`src/rtl/instr_fetch_unit.sv`:
```
// -----------------------------------------------------------------------------
// instr_fetch_unit
//   Holds the program counter and fetches one instruction per step from
//   instruction memory over a req/ack handshake. The fetched word and its
//   opcode go to the main control decoder. The next PC is chosen from the
//   decoder's jump/branch outputs and the ALU zero flag. pc_plus4 is exported
//   as the JAL link value.
//
//   Two-state control: FETCH (request outstanding) and EXEC (instruction held
//   until the datapath commits it with advance).
//
// Parameters
//   RESET_PC     PC loaded at reset (word aligned)
//   ACK_TIMEOUT  wait cycles tolerated without imem_ack; 0 = wait forever
//
// Ports
//   clk, rst_n               clock (rising edge), asynchronous active-low reset
//   imem_req/imem_addr       fetch request and byte address (= pc)
//   imem_ack/imem_rdata      memory response, accepted only while requesting
//   instr/opcode/instr_valid registered instruction, its opcode, valid flag
//   advance                  datapath commits the current instruction
//   branch/jump/zero/imm_ext next-PC selection inputs
//   pc/pc_plus4              current PC and its link value
//   fetch_err                sticky ack-timeout flag
//   instret_count            retired-instruction counter (optional)
//
// Configuration
//   IFU_INSTRET_CNT_EN  when defined, adds the instret_count output, counting
//                       every accepted advance (timeout NOPs included).
// -----------------------------------------------------------------------------
module instr_fetch_unit #(
    parameter logic [31:0] RESET_PC    = 32'h0000_0000,
    parameter int          ACK_TIMEOUT = 16
) (
    input  logic        clk,
    input  logic        rst_n,
    output logic        imem_req,
    output logic [31:0] imem_addr,
    input  logic        imem_ack,
    input  logic [31:0] imem_rdata,
    output logic [31:0] instr,
    output logic [5:0]  opcode,
    output logic        instr_valid,
    input  logic        advance,
    input  logic        branch,
    input  logic        jump,
    input  logic        zero,
    input  logic [31:0] imm_ext,
    output logic [31:0] pc,
    output logic [31:0] pc_plus4,
`ifdef IFU_INSTRET_CNT_EN
    output logic        fetch_err,
    output logic [31:0] instret_count
`else
    output logic        fetch_err
`endif
);

    typedef enum logic {FETCH, EXEC} state_t;

    localparam int CW = (ACK_TIMEOUT > 0) ? $clog2(ACK_TIMEOUT + 1) : 1;

    state_t               state;
    logic        [CW-1:0] wait_cnt;
    logic                 timed_out;
    logic                 take;
    logic signed [31:0]   br_off;
    logic        [31:0]   next_pc;

    assign opcode    = instr[31:26];
    assign pc_plus4  = pc + 32'd4;
    assign imem_addr = pc;

    // A zero ACK_TIMEOUT disables the timeout path entirely.
    assign timed_out = (ACK_TIMEOUT > 0) && (wait_cnt == CW'(ACK_TIMEOUT));

    always_comb begin
        // BNE inverts the sense of the zero flag; every other branch uses it directly.
        take    = (opcode == 6'b000101) ? ~zero : zero;
        br_off  = signed'(imm_ext) <<< 2;
        next_pc = pc_plus4;
        if (jump)
            next_pc = {pc_plus4[31:28], instr[25:0], 2'b00};
        else if (branch && take)
            next_pc = pc_plus4 + 32'(br_off);
    end

    always_ff @(posedge clk or negedge rst_n) begin
        if (!rst_n) begin
            state       <= FETCH;
            pc          <= RESET_PC;
            instr       <= 32'h0;
            instr_valid <= 1'b0;
            imem_req    <= 1'b0;
            fetch_err   <= 1'b0;
            wait_cnt    <= '0;
`ifdef IFU_INSTRET_CNT_EN
            instret_count <= 32'h0;
`endif
        end else begin
            case (state)
                FETCH: begin
                    // Request is raised one cycle after reset release, so an
                    // ack that straddles reset is never mistaken for a response.
                    if (!imem_req) begin
                        imem_req <= 1'b1;
                    end else if (imem_ack) begin
                        instr       <= imem_rdata;
                        instr_valid <= 1'b1;
                        imem_req    <= 1'b0;
                        state       <= EXEC;
                    end else if (timed_out) begin
                        // Substitute a NOP so the pipeline keeps moving.
                        instr       <= 32'h0;
                        instr_valid <= 1'b1;
                        fetch_err   <= 1'b1;
                        imem_req    <= 1'b0;
                        state       <= EXEC;
                    end else if (ACK_TIMEOUT > 0) begin
                        wait_cnt <= wait_cnt + 1'b1;
                    end
                end
                EXEC: begin
                    if (advance) begin
                        pc          <= next_pc;
                        instr_valid <= 1'b0;
                        imem_req    <= 1'b1;
                        wait_cnt    <= '0;
                        state       <= FETCH;
`ifdef IFU_INSTRET_CNT_EN
                        instret_count <= instret_count + 32'd1;
`endif
                    end
                end
                default: state <= FETCH;
            endcase
        end
    end

endmodule

```
`config.mk`:
```
export PLATFORM = sky130hd
export DESIGN_NAME = instr_fetch_unit
export DESIGN_NICKNAME = d
export VERILOG_FILES = /design/src/rtl/instr_fetch_unit.sv
export SDC_FILE = /design/constraint.sdc
export NUM_CORES = 1
export LEC_CHECK = 0
export ABC_CLOCK_PERIOD_IN_PS = 8400
export CAP_MARGIN = 20
export CELL_PAD_IN_SITES_DETAIL_PLACEMENT = 1
export CELL_PAD_IN_SITES_GLOBAL_PLACEMENT = 1
export CORE_MARGIN = 2
export CORE_UTILIZATION = 25
export CTS_CLUSTER_DIAMETER = 40
export DETAILED_ROUTE_END_ITERATION = 10
export PLACE_DENSITY = 0.67
export SLEW_MARGIN = 40
export SYNTH_ARGS = -nofsm -noshare
export SYNTH_HDL_FRONTEND = slang
export SYNTH_SLANG_ARGS = --single-unit
```
`constraint.sdc`:
```
create_clock -name clk -period 8.4 [get_ports clk]
set_input_delay 1.68 -clock clk [delete_from_list [all_inputs] [get_ports clk]]
set_output_delay 1.68 -clock clk [all_outputs]
set_load 0.005 [all_outputs]
```
# Yosys cells after proc, flatten, opt, wreduce, memory -nomap -nowiden
# Index checks and enable logic that the tools add are counted.
# classes
addsub	3
n_eq_ne	7
muxes	25
n_bitwise	3
reduce_logical	7
# ops
operator	n
$mux W32	4
$add A32 B3 Y32 const B	1
$add A32 B32 Y32	1
$mux W5	4
$mux W1	13
$pmux W5 S2	1
$ne A2 B2 Y1 const B	4
$reduce_and A4 Y1	2
$eq A6 B3 Y1 const B	1
$pmux W1 S2	3
$reduce_and A3 Y1	2
$add A5 B1 Y5 const B	1
$eq A5 B5 Y1 const B	1
$ne A3 B3 Y1 const B	1
$not A1 Y1	3
$reduce_and A2 Y1	1
$reduce_bool A2 Y1	1
$logic_and A1 B1 Y1	1
# totals
reg_bits	73
in_bits	71
output_inout_bits	137

# Longest topological paths before layout
# Gate-level depths: netlist of the first run.
# logic_depth
ltp_word	5
ltp_mapped	16
mapped_depth_nobuf	15

# Worst setup path after synthesis of the first run
# Ideal clock, no wire load.
# synth_path
path_kind	input to register
from	in imm_ext[0]
to	reg pc[28] (netlist: imem_addr[28])
setup_time_ns	0.069
t_arrival_ns	3.668
t_required_ns	8.331
path_slack_ns	4.663
cell_stages	10
path_buffers	0
path_cell_list	ha_1 -> fa_1 -> a21o_1 -> a31oi_1 -> o21a_1 -> o21bai_1 -> a41oi_2 -> o21ai_1 -> a311o_1 -> nand3_1
# synth_between
elab_chain_len	3
# synth_rtl
element	line_no	rtl
start, declared	48	input logic [31:0] imm_ext,
$add A32 B32 Y32	85	next_pc = pc_plus4 + 32'(br_off);
$mux W32	84	else if (branch && take)
$mux W32	82	if (jump)
end signal, assigned	125	pc <= next_pc;
end, declared	49	output logic [31:0] pc,
# Every way passes these cells.
# A chain may end at the register's enable or synchronous reset.

# Worst setup path after layout of the first run
# layout_path
from	reg pc[2] (netlist: imem_addr[2])
to	out pc_plus4[22]
# layout_between
elab_chain_len	1
# layout_rtl
element	line_no	rtl
$add A32 B3 Y32	71	assign pc_plus4 = pc + 32'd4;
end, declared	50	output logic [31:0] pc_plus4,
# Every way passes these cells.

==> results.ini, run 1 <==
[placed_design]
dp_hpwl_um = 16930
placed_area_mm2 = 0.007747
place_ws_ns = 3.828
gp_congestion = 0.8483
portBuffers = 199

[critical_path]
path_cells = ha_1 -> and4_1 -> nand3_1 -> nor3_4 -> nand3_1 -> xnor2_1 -> clkdlybuf4s50_1
required_ns = 6.72
worst_ep_arrival_time_ns = 3.16
crit_top_cell = nand3_1
critical_path_class = reg -> out
cp_num_buf_inv = 1
cpMaxStageDelayCell = clkdlybuf4s50_1
timing.critical_path.slowest_cell_delay_ns = 0.60
crit_fanout = 9
end_kind = output port
cp-start-kind = flip-flop
critPathTopFamily = simple AND/OR/NAND/NOR gates

[clocking]
clk_latency_ns = 0.33
cts_resized = 0
holdBufCountCts = 0
cts_root_buffer = clkbuf_16
htree_levels = 3
path_clk_slew_ns = 0.06
cts_made_buffers = 9
cts_tree = built
cts.sinks = 71
cts_setup_buffers = 0
clock_path_buffers = 2

[routing]
vias = 5622
via_per_inst = 5.097
wl_per_cell_um = 19.48
drt_iter0_drc = 246
drtAntennaViolNets = 0
wl_um = 21490
drc = 0
drtPass1Iterations = 7

[cells_and_area]
diodes = 0
post-route-util_pct = 35.61
area_growth_pct = 40.12
layout.nets = 923
layout-drive-gt1-share_pct = 4.156
fill_cells = 2611
final_cell_area_mm2 = 0.008063

[sta]
finClkSkew_ns = 0.005782
layout_worst_path_cycle_share_pct = 57.62
finalSetupViolCount = 0
rsz0062_at_grt = no
setup_slack_ns = 3.560
min_period_ns = 4.840
fmax_mhz = 206.6
hold_violations = 0
finalSetupTns_ns = 0
drv_slew = 0
slew_headroom_pct = 43.07
worstMarginPinSlew_ns = 0.8509

[synth]
yosysTopAreaCell = dfrtp_1
ys_top_cells_by_area = dfrtp_1 31%, ha_1 8.3%, buf_4 5.6%, a22o_1 5.0%, xnor2_1 4.9%
syn_inst = 662
synthDistinctLibCells = 65
netlist.area_leader.share_pct = 30.88
syn_avg_cell_area_um2 = 8.692
ys_seq_area_share_pct = 30.88
ys_warn_count = 0
syn_area_mm2 = 0.005754
synth_edf_count = 0
yosysMostFrequentCell = dfrtp_1
ys_ff_latch = 71
synthTopCellsByCount = 71 x dfrtp_1, 62 x nand2_1, 46 x nor2_1
synthFlopType = dfrtp_1
ys_async_sr_fraction_pct = 100.0

[status]
status = completed

[power_and_ir_drop]
total_leakage_power_nw = 3.372
p_per_area_mw_per_mm2 = 385.1
peakVddDrop_mv = 0.1329
power_w = 0.003105

[floorplan]
core.rowCount = 55
start_util_pct = 25.42
die_area_mm2 = 0.02425
die_w_um = 155.7
fp.coreArea_mm2 = 0.02264
fp.dieH_um = 155.7
ios = 208

[global_routing]
grt_antenna_before_repair = 0
grt_max_degree = 72
use_met1_pct = 24.05
grt_pass1_wl_um = 33210
grt_use_met2_pct = 29.33
busiest_layer = met2
global_route.usage.met3_pct = 3.083
overflow = 0
grt_pass1_vias = 5756
grt_usage_pct = 17.63

[min_path]
holdCritPathClass = reg -> reg

[run]
drv_cap = 0

==> area by class of cell <==
class	instances	area, um2	area share (%)
timing repair buffer	205	2038	25.28
clock inverter	5	82.58	1.024
tap	285	356.6	4.423
inverter	9	33.78	0.4190
multi-input combinational	517	3542	43.93
sequential	71	1777	22.04
clock buffer	11	232.7	2.886
==> stage by stage <==
step	hold slack, ns	instances
floorplan	0.4602	667
global placement	0.4619	1087
detailed placement	0.4679	1087
CTS	0.4801	1103
global route	0.4897	1103
finish	0.4763	1103
==> state kept, by name, indices dropped and copies added (netlist names) <==
signal       flops
imem_req         1
wait_cnt         5
instr           32
instr_valid      1
state            1
fetch_err        1
imem_addr       30
==> layout by cell type, fill, tap and decap left out, types with 3 or more instances in the layout <==
| master | count |
|---|---|
| clkdlybuf4s50_1 | 198 |
| dfrtp_1 | 71 |
| nand2_1 | 62 |
| nor2_1 | 45 |
| a21oi_1 | 45 |
| ha_1 | 38 |
| a22o_1 | 33 |
| xnor2_1 | 32 |
| nand3_1 | 26 |
| o21ai_0 | 24 |
| xor2_1 | 23 |
| a21o_1 | 17 |
| o211ai_1 | 14 |
| and3_1 | 13 |
| o21ai_1 | 12 |
| nand4_1 | 11 |
| nand2b_1 | 9 |
| a211oi_1 | 9 |
| o22ai_1 | 9 |
| clkbuf_16 | 9 |
| inv_1 | 8 |
| nor3_1 | 7 |
| a31oi_1 | 7 |
| and2_1 | 6 |
| a221oi_1 | 6 |
| conb_1 | 6 |
| buf_4 | 6 |
| mux2i_1 | 5 |
| and4_1 | 4 |
| nor4_1 | 4 |
| o21bai_1 | 4 |
| o21a_1 | 3 |
| a32oi_1 | 3 |
| clkinvlp_4 | 3 |
==> routing by layer <==
| metal | vias up | part of all wire, % | wire length (um) |
|---|---|---|---|
| met2 | 158 | 48 | 10230 |
| li1 | 2696 | - | - |
| met3 | 11 | 5.4 | 1157 |
| met5 | - | 0 | 0 |
| met1 | 2757 | 46 | 9884 |
| met4 | 0 | 1.0 | 218 |
==> logic make-up after synthesis <==
| group | after synthesis | synth area share (%) |
|---|---|---|
| XOR/XNOR | 56 | 8.654 |
| multiplexers | 5 | 0.8698 |
| buffers and inverters | 79 | 8.002 |
| AO/OA/AOI/OAI | 210 | 25.18 |
| adder cells (fa/ha/maj) | 39 | 8.611 |
| AND/OR/NAND/NOR | 201 | 17.74 |
| flip-flops | 71 | 30.88 |
| other | 1 | 0.06517 |
==> worst paths after layout <==
check	start	to	slack, ns	depth (start not counted)
worst min-delay path	fetch_err	fetch_err	0.48	1
worst min register to register	fetch_err	fetch_err	0.48	1
max in group asynchronous	rst_n	imem_addr[13]	6.55	1
worst max register to register	imem_addr[2]	imem_addr[31]	4.09	14
min in group asynchronous	rst_n	instr[3]	1.35	1
worst max-delay path	imem_addr[2]	pc_plus4[22]	3.56	7
==> power breakdown <==
| part | switching [W] | total [W] | internal [W] |
|---|---|---|---|
| combinational | 0.000920 | 0.00193 | 0.00101 |
| clock | 0.000145 | 0.000405 | 0.000260 |
| sequential | 0.000265 | 0.000766 | 0.000501 |
| total | 0.00133 | 0.00310 | 0.00177 |
==> worst register-to-register path: cells and delay by family (launching register included) <==
family / cells / cell delay [ns]
and+or+nand+nor: 5 / 1.12
DFF: 1 / 0.54
xor gates and xnor gates: 2 / 0.57
adders and majority gates: 2 / 0.70
AOI/OAI and AO/OA: 5 / 1.27
Power figures use the tool's default switching activity.
==> run 2, diff against run 1 <==
- ABC_CLOCK_PERIOD_IN_PS: 8400 -> 3900
- PLACE_DENSITY: 0.67 -> 0.7
- clock period: 8.4 -> 3.9 ns (I/O delays scaled with it)
==> results.ini, run 2 (synthesized netlist as in run 1, its figures left out) <==
[routing]
drtPass1Iterations = 4  ; -3
drt_iter0_drc = 199  ; -19%
drc = 0  ; unchanged
via_per_inst = 5.037  ; -1.2%
drtAntennaViolNets = 0  ; unchanged
vias = 5752  ; +2.3%
wl_um = 21850  ; +1.7%
wl_per_cell_um = 19.13  ; -1.8%

[cells_and_area]
stdcell_count = 1142  ; +3.5%
layout.nets = 962  ; +4.2%
area_growth_pct = 45.25
layout-drive-gt1-share_pct = 8.985  ; +4.8 points
largest_register_ffs = 32  ; unchanged
layout_common_cells = 198 x clkdlybuf4s50_1, 70 x dfrtp_1, 62 x nand2_1
diodes = 0  ; unchanged
final_cell_area_mm2 = 0.008358  ; +3.7%
final_common_cell = clkdlybuf4s50_1
largest_register = instr

[sta]
fmax_mhz = 275.3
worstMarginPinSlew_ns = 0.6858  ; -0.1651 ns
finClkSkew_ns = 0.004975  ; -0.0008063 ns
layout_worst_path_cycle_share_pct = 93.15
setup_slack_ns = 0.2671  ; -3.292 ns
drv_slew = 0  ; unchanged
finalSetupTns_ns = 0  ; unchanged
min_period_ns = 3.633
slew_headroom_pct = 54.28  ; +11 points
finalSetupViolCount = 0  ; unchanged
hold_violations = 0  ; unchanged
rsz0062_at_grt = no
fin_hold_ws_ns = 0.4419  ; -0.03438 ns

[placed_design]
dp_hpwl_um = 17750  ; +4.9%
portBuffers = 199  ; unchanged
gp_congestion = 0.8917  ; +5.1%
place_ws_ns = 0.2686  ; -3.559 ns
dp.cells = 1126  ; +3.6%
placed_area_mm2 = 0.008040  ; +3.8%

[floorplan]
ios = 208  ; unchanged
fp.coreArea_mm2 = 0.02264  ; unchanged
start_util_pct = 25.42  ; unchanged
die_area_mm2 = 0.02425  ; unchanged
core.rowCount = 55  ; unchanged
fp.dieH_um = 155.7  ; unchanged
die_w_um = 155.7  ; unchanged

[clocking]
cts.sinks = 71  ; unchanged
clock_path_buffers = 2  ; unchanged
clk_latency_ns = 0.34  ; about the same
cts_made_buffers = 9  ; unchanged
path_clk_slew_ns = 0.06  ; about the same
cts_tree = built
htree_levels = 3  ; unchanged
cts_root_buffer = clkbuf_16

[critical_path]
path_cells = and3_1 -> nand4_4 -> nor2_8 -> and3_1 -> xnor2_1 -> ha_1 -> nand3_1 -> nor3_1 -> a32oi_1 -> nand3_1 -> a31oi_1 -> xor2_1 -> a221o_1
cpMaxStageDelayCell = dfrtp_1
timing.critical_path.slowest_cell_delay_ns = 0.54  ; -0.06 ns
end_kind = flip-flop
critical_path_class = reg -> reg
rr_startpoint = imem_addr[11]
required_ns = 4.11  ; -2.61 ns
crit_fanout = 8  ; -1
r2r-end = imem_addr[31]
cp-start-kind = flip-flop
reg2reg_depth = 13  ; -1
reg2reg_slack_ns = 0.27  ; -3.82 ns
cp-startpoint = imem_addr[11]
worst_ep_arrival_time_ns = 3.85  ; +0.69 ns

[power_and_ir_drop]
combPwrFrac_pct = 65.1  ; +2.8 points
p_switching_w = 0.002939  ; +120%
p_per_area_mw_per_mm2 = 825.9  ; +110%
peakVddDrop_mv = 0.2750  ; +110%
clkPwrFrac_pct = 12.2  ; -0.8 points
total_leakage_power_nw = 3.562  ; +5.6%
seqPwrFrac_pct = 22.6  ; -2.1 points
internal_power_w = 0.003964  ; +120%
sw_frac_of_total_pct = 42.58  ; -0.26 points

[min_path]
holdCritPathClass = in -> async

[global_routing]
overflow = 0  ; unchanged
grt_usage_pct = 18.18  ; +0.55 points
grt_max_degree = 72  ; unchanged
grt_antenna_before_repair = 0  ; unchanged
grt_pass1_wl_um = 34270  ; +3.2%
grt_pass1_vias = 6032  ; +4.8%

[status]
status = completed

[run]
drv_cap = 0  ; unchanged

==> run 2: layer usage <==
metal	track usage (%)	vias to the layer above	part of all wire, %	routed length, um
met2	30.07	159	47	10290
met5	0	-	0	0
met4	4.543	0	1.3	286
met1	25.05	2789	47	10300
li1	-	2786	-	-
met3	2.500	18	4.4	971
==> run 2: critical path: cells and delay by family, from the launching register on <==
kind / cells / cell delay [ns]
AND/OR/NAND/NOR: 7 / 1.29
flip-flops: 1 / 0.54
AO/OA/AOI/OAI: 3 / 0.92
adder cells (fa/ha/maj): 1 / 0.37
XOR/XNOR: 2 / 0.39
==> run 2: worst max path at each step <==
stage	to	slack (ns)	depth (start not counted)
global placement	imem_addr[25]	0.32	14
CTS	imem_addr[25]	0.26	14
finish	imem_addr[31]	0.27	13
global route	imem_addr[31]	0.004	14
detailed placement	imem_addr[25]	0.27	14
floorplan	imem_addr[31]	0.57	15
==> run 2: final cells by class <==
cell class	count	area (um2)
fill	2633	14280
multi-input combinational	517	3555
timing repair buffer	244	2331
sequential	71	1778
tap	285	356.6
clock buffer	9	225.2
clock inverter	7	78.83
inverter	9	33.78
==> run 2: power groups by stage <==
stage	combinational [W]	clock [W]	sequential, W
after global placement	0.00443	0	0.00156
after floorplan	0.00231	0	0.00149
after detailed placement	0.00448	0	0.00157
final	0.00450	0.000844	0.00156
after CTS	0.00452	0.000869	0.00156
after global routing	0.00491	0.000890	0.00163
==> run 2: per-stage QoR <==
stage / utilization, % / total power, W
global route: 36.92 / 0.007428
CTS: 36.86 / 0.006949
floorplan: - / 0.003795
global placement: 35.50 / 0.005989
finish: 36.92 / 0.006903
detailed placement: 35.51 / 0.006049
==> run 2: repair_timing <==
action	4_1_cts	5_1_grt
endpoints found under the hold margin	0	0
gates resized for setup	0	3
endpoints found under the setup margin	0	2
hold buffers	0	0
buffers inserted	0	0
==> run 3, diff against run 2 <==
- ABC_CLOCK_PERIOD_IN_PS: 3900 -> not set
- GPL_ROUTABILITY_DRIVEN: not set -> 0
- PLACE_DENSITY: 0.7 -> 0.67
- clock period: 3.9 -> 3.5 ns (I/O delays scaled with it)
==> results.ini, run 3 (synthesized netlist as in run 1, its figures left out) <==
[global_routing]
grt_pass1_vias = 6164  ; +2.2%
grt_pass1_wl_um = 35370  ; +3.2%
overflow = 0  ; unchanged
grt_max_degree = 72  ; unchanged
grt_usage_pct = 18.81  ; +0.63 points
grt_antenna_before_repair = 0  ; unchanged

[clocking]
clk_latency_ns = 0.33  ; about the same
cts.sinks = 71  ; unchanged
htree_levels = 3  ; unchanged
clock_path_buffers = 2  ; unchanged
cts_made_buffers = 9  ; unchanged
cts_root_buffer = clkbuf_16
cts_tree = built
path_clk_slew_ns = 0.06  ; about the same
holdBufCountCts = 0  ; unchanged

[critical_path]
required_ns = 2.80  ; -1.31 ns
crit_fanout = 4  ; -4
reg2reg_slack_ns = 0.16  ; -0.11 ns
rr_startpoint = imem_addr[7]
worst_ep_arrival_time_ns = 2.65  ; -1.20 ns
cp-start-kind = flip-flop
r2r-end = imem_addr[31]
reg2reg_depth = 15  ; +2
critical_path_class = reg -> out
end_kind = output port

[cells_and_area]
area_growth_pct = 57.06
final_common_cell = clkdlybuf4s50_1
layout_common_cells = 198 x clkdlybuf4s50_1, 103 x buf_4, 71 x dfrtp_1
largest_register_ffs = 32  ; unchanged
diodes = 0  ; unchanged
largest_register = instr
layout-drive-gt1-share_pct = 17.47  ; +8.5 points
stdcell_count = 1201  ; +5.2%
layout.nets = 1021  ; +6.1%

[routing]
drtPass1Iterations = 4  ; unchanged
drtAntennaViolNets = 0  ; unchanged
drt_iter0_drc = 243  ; +22%
via_per_inst = 4.994  ; -0.85%
vias = 5998  ; +4.3%
wl_um = 23100  ; +5.7%
wl_per_cell_um = 19.23  ; +0.53%
drc = 0  ; unchanged

[placed_design]
dp.cells = 1182  ; +5.0%
portBuffers = 199  ; unchanged
dp_hpwl_um = 18430  ; +3.8%

[sta]
slew_headroom_pct = 53.40  ; -0.88 points
hold_violations = 0  ; unchanged
finalSetupViolCount = 0  ; unchanged
fin_hold_ws_ns = 0.3663  ; -0.07561 ns
drv_slew = 0  ; unchanged
fmax_mhz = 298.7
worstMarginPinSlew_ns = 0.6990  ; +0.01326 ns
layout_worst_path_cycle_share_pct = 95.66
min_period_ns = 3.348
finClkSkew_ns = 0.007661  ; +0.002685 ns

[status]
status = completed

[power_and_ir_drop]
p_per_area_mw_per_mm2 = 940.7  ; +14%
total_leakage_power_nw = 3.961  ; +11%
peakVddDrop_mv = 0.3759  ; +37%
power_w = 0.008502  ; +23%

[floorplan]
core.rowCount = 55  ; unchanged
fp.dieH_um = 155.7  ; unchanged
start_util_pct = 25.42  ; unchanged
die_w_um = 155.7  ; unchanged
fp.coreArea_mm2 = 0.02264  ; unchanged
ios = 208  ; unchanged
die_area_mm2 = 0.02425  ; unchanged

[min_path]
holdCritPathClass = in -> async

[run]
drv_cap = 0  ; unchanged

run 3: cell count changes in the layout (fill, tap and decap cells not counted), moves of 3 or more:
cell | previous run | this run
a21oi_2 | 0 | 5
inv_6 | 3 | 0
buf_4 | 45 | 103
xnor2_2 | 2 | 9
bufinv_16 | 1 | 4
a21oi_1 | 45 | 40
ha_1 | 38 | 35
xnor2_1 | 31 | 24
run 3: worst max-delay path, stage by stage, from the launching register on:
cell and delay [ns]:
dfrtp_1 0.34, and4_1 0.28, buf_4 0.16, nand4_4 0.16, nor2_8 0.15, and3_1 0.24
xnor2_1 0.27, buf_4 0.21, clkdlybuf4s50_1 0.50
run 3: worst max-delay path by stage:
| stage | depth (start not counted) | slack (ns) | end | from |
|---|---|---|---|---|
| 5_1_grt | 15 | -0.03 | imem_addr[25] | imem_addr[6] |
| 3_5_place_dp | 13 | 0.02 | imem_addr[24] | imm_ext[0] |
| 4_1_cts | 15 | 0.002 | imem_addr[31] | imem_addr[3] |
| 3_3_place_gp | 13 | 0.03 | imem_addr[24] | imm_ext[0] |
| 2_1_floorplan | 15 | 0.17 | imem_addr[31] | imem_addr[2] |
| 6_report | 8 | 0.15 | pc_plus4[25] | imem_addr[7] |
run 3: repair_timing:
item / 4_1_cts / 5_1_grt
setup endpoints to repair: 0 / 13
gates resized for setup: 0 / 32
buffers inserted: 0 / 3
run 3: area by class of cell:
cell class | instances | area [um2]
Fill cell | 2615 | 13600
Multi-Input combinational cell | 517 | 3712
Timing Repair Buffer | 303 | 2778
Sequential cell | 71 | 1777
Tap cell | 285 | 356.6
Clock buffer | 11 | 252.7
Clock inverter | 5 | 127.6
Inverter | 9 | 33.78
run 3: power breakdown:
part / leakage, nW / internal (W) / total, W / switching [W]
logic: 2.91 / 0.00305 / 0.00567 / 0.00261
registers: 0.872 / 0.00120 / 0.00167 / 0.000464
clock network: 0.182 / 0.000807 / 0.00117 / 0.000360
total: 3.96 / 0.00506 / 0.00850 / 0.00344
run 3: layer usage:
metal / up-vias / GRT usage [%] / part of all wire, %
met1: 2950 / 26.44 / 46
met2: 140 / 30.45 / 48
met4: 0 / 4.369 / 1.1
li1: 2898 / - / -
met5: - / 0 / 0
met3: 10 / 2.806 / 4.9
run 3: per-stage QoR:
stage / utilization, % / setup slack, ns / TNS, ns / instance area [um2]
after floorplan: - / 0.1661 / 0 / 5773
after global routing: 39.92 / -0.03245 / -0.06693 / 9037
after CTS: 39.05 / 0.001667 / 0 / 8841
after detailed placement: 37.37 / 0.02314 / 0 / 8461
after global placement: 37.35 / 0.02830 / 0 / 8457
final: 39.92 / 0.1518 / 0 / 9037
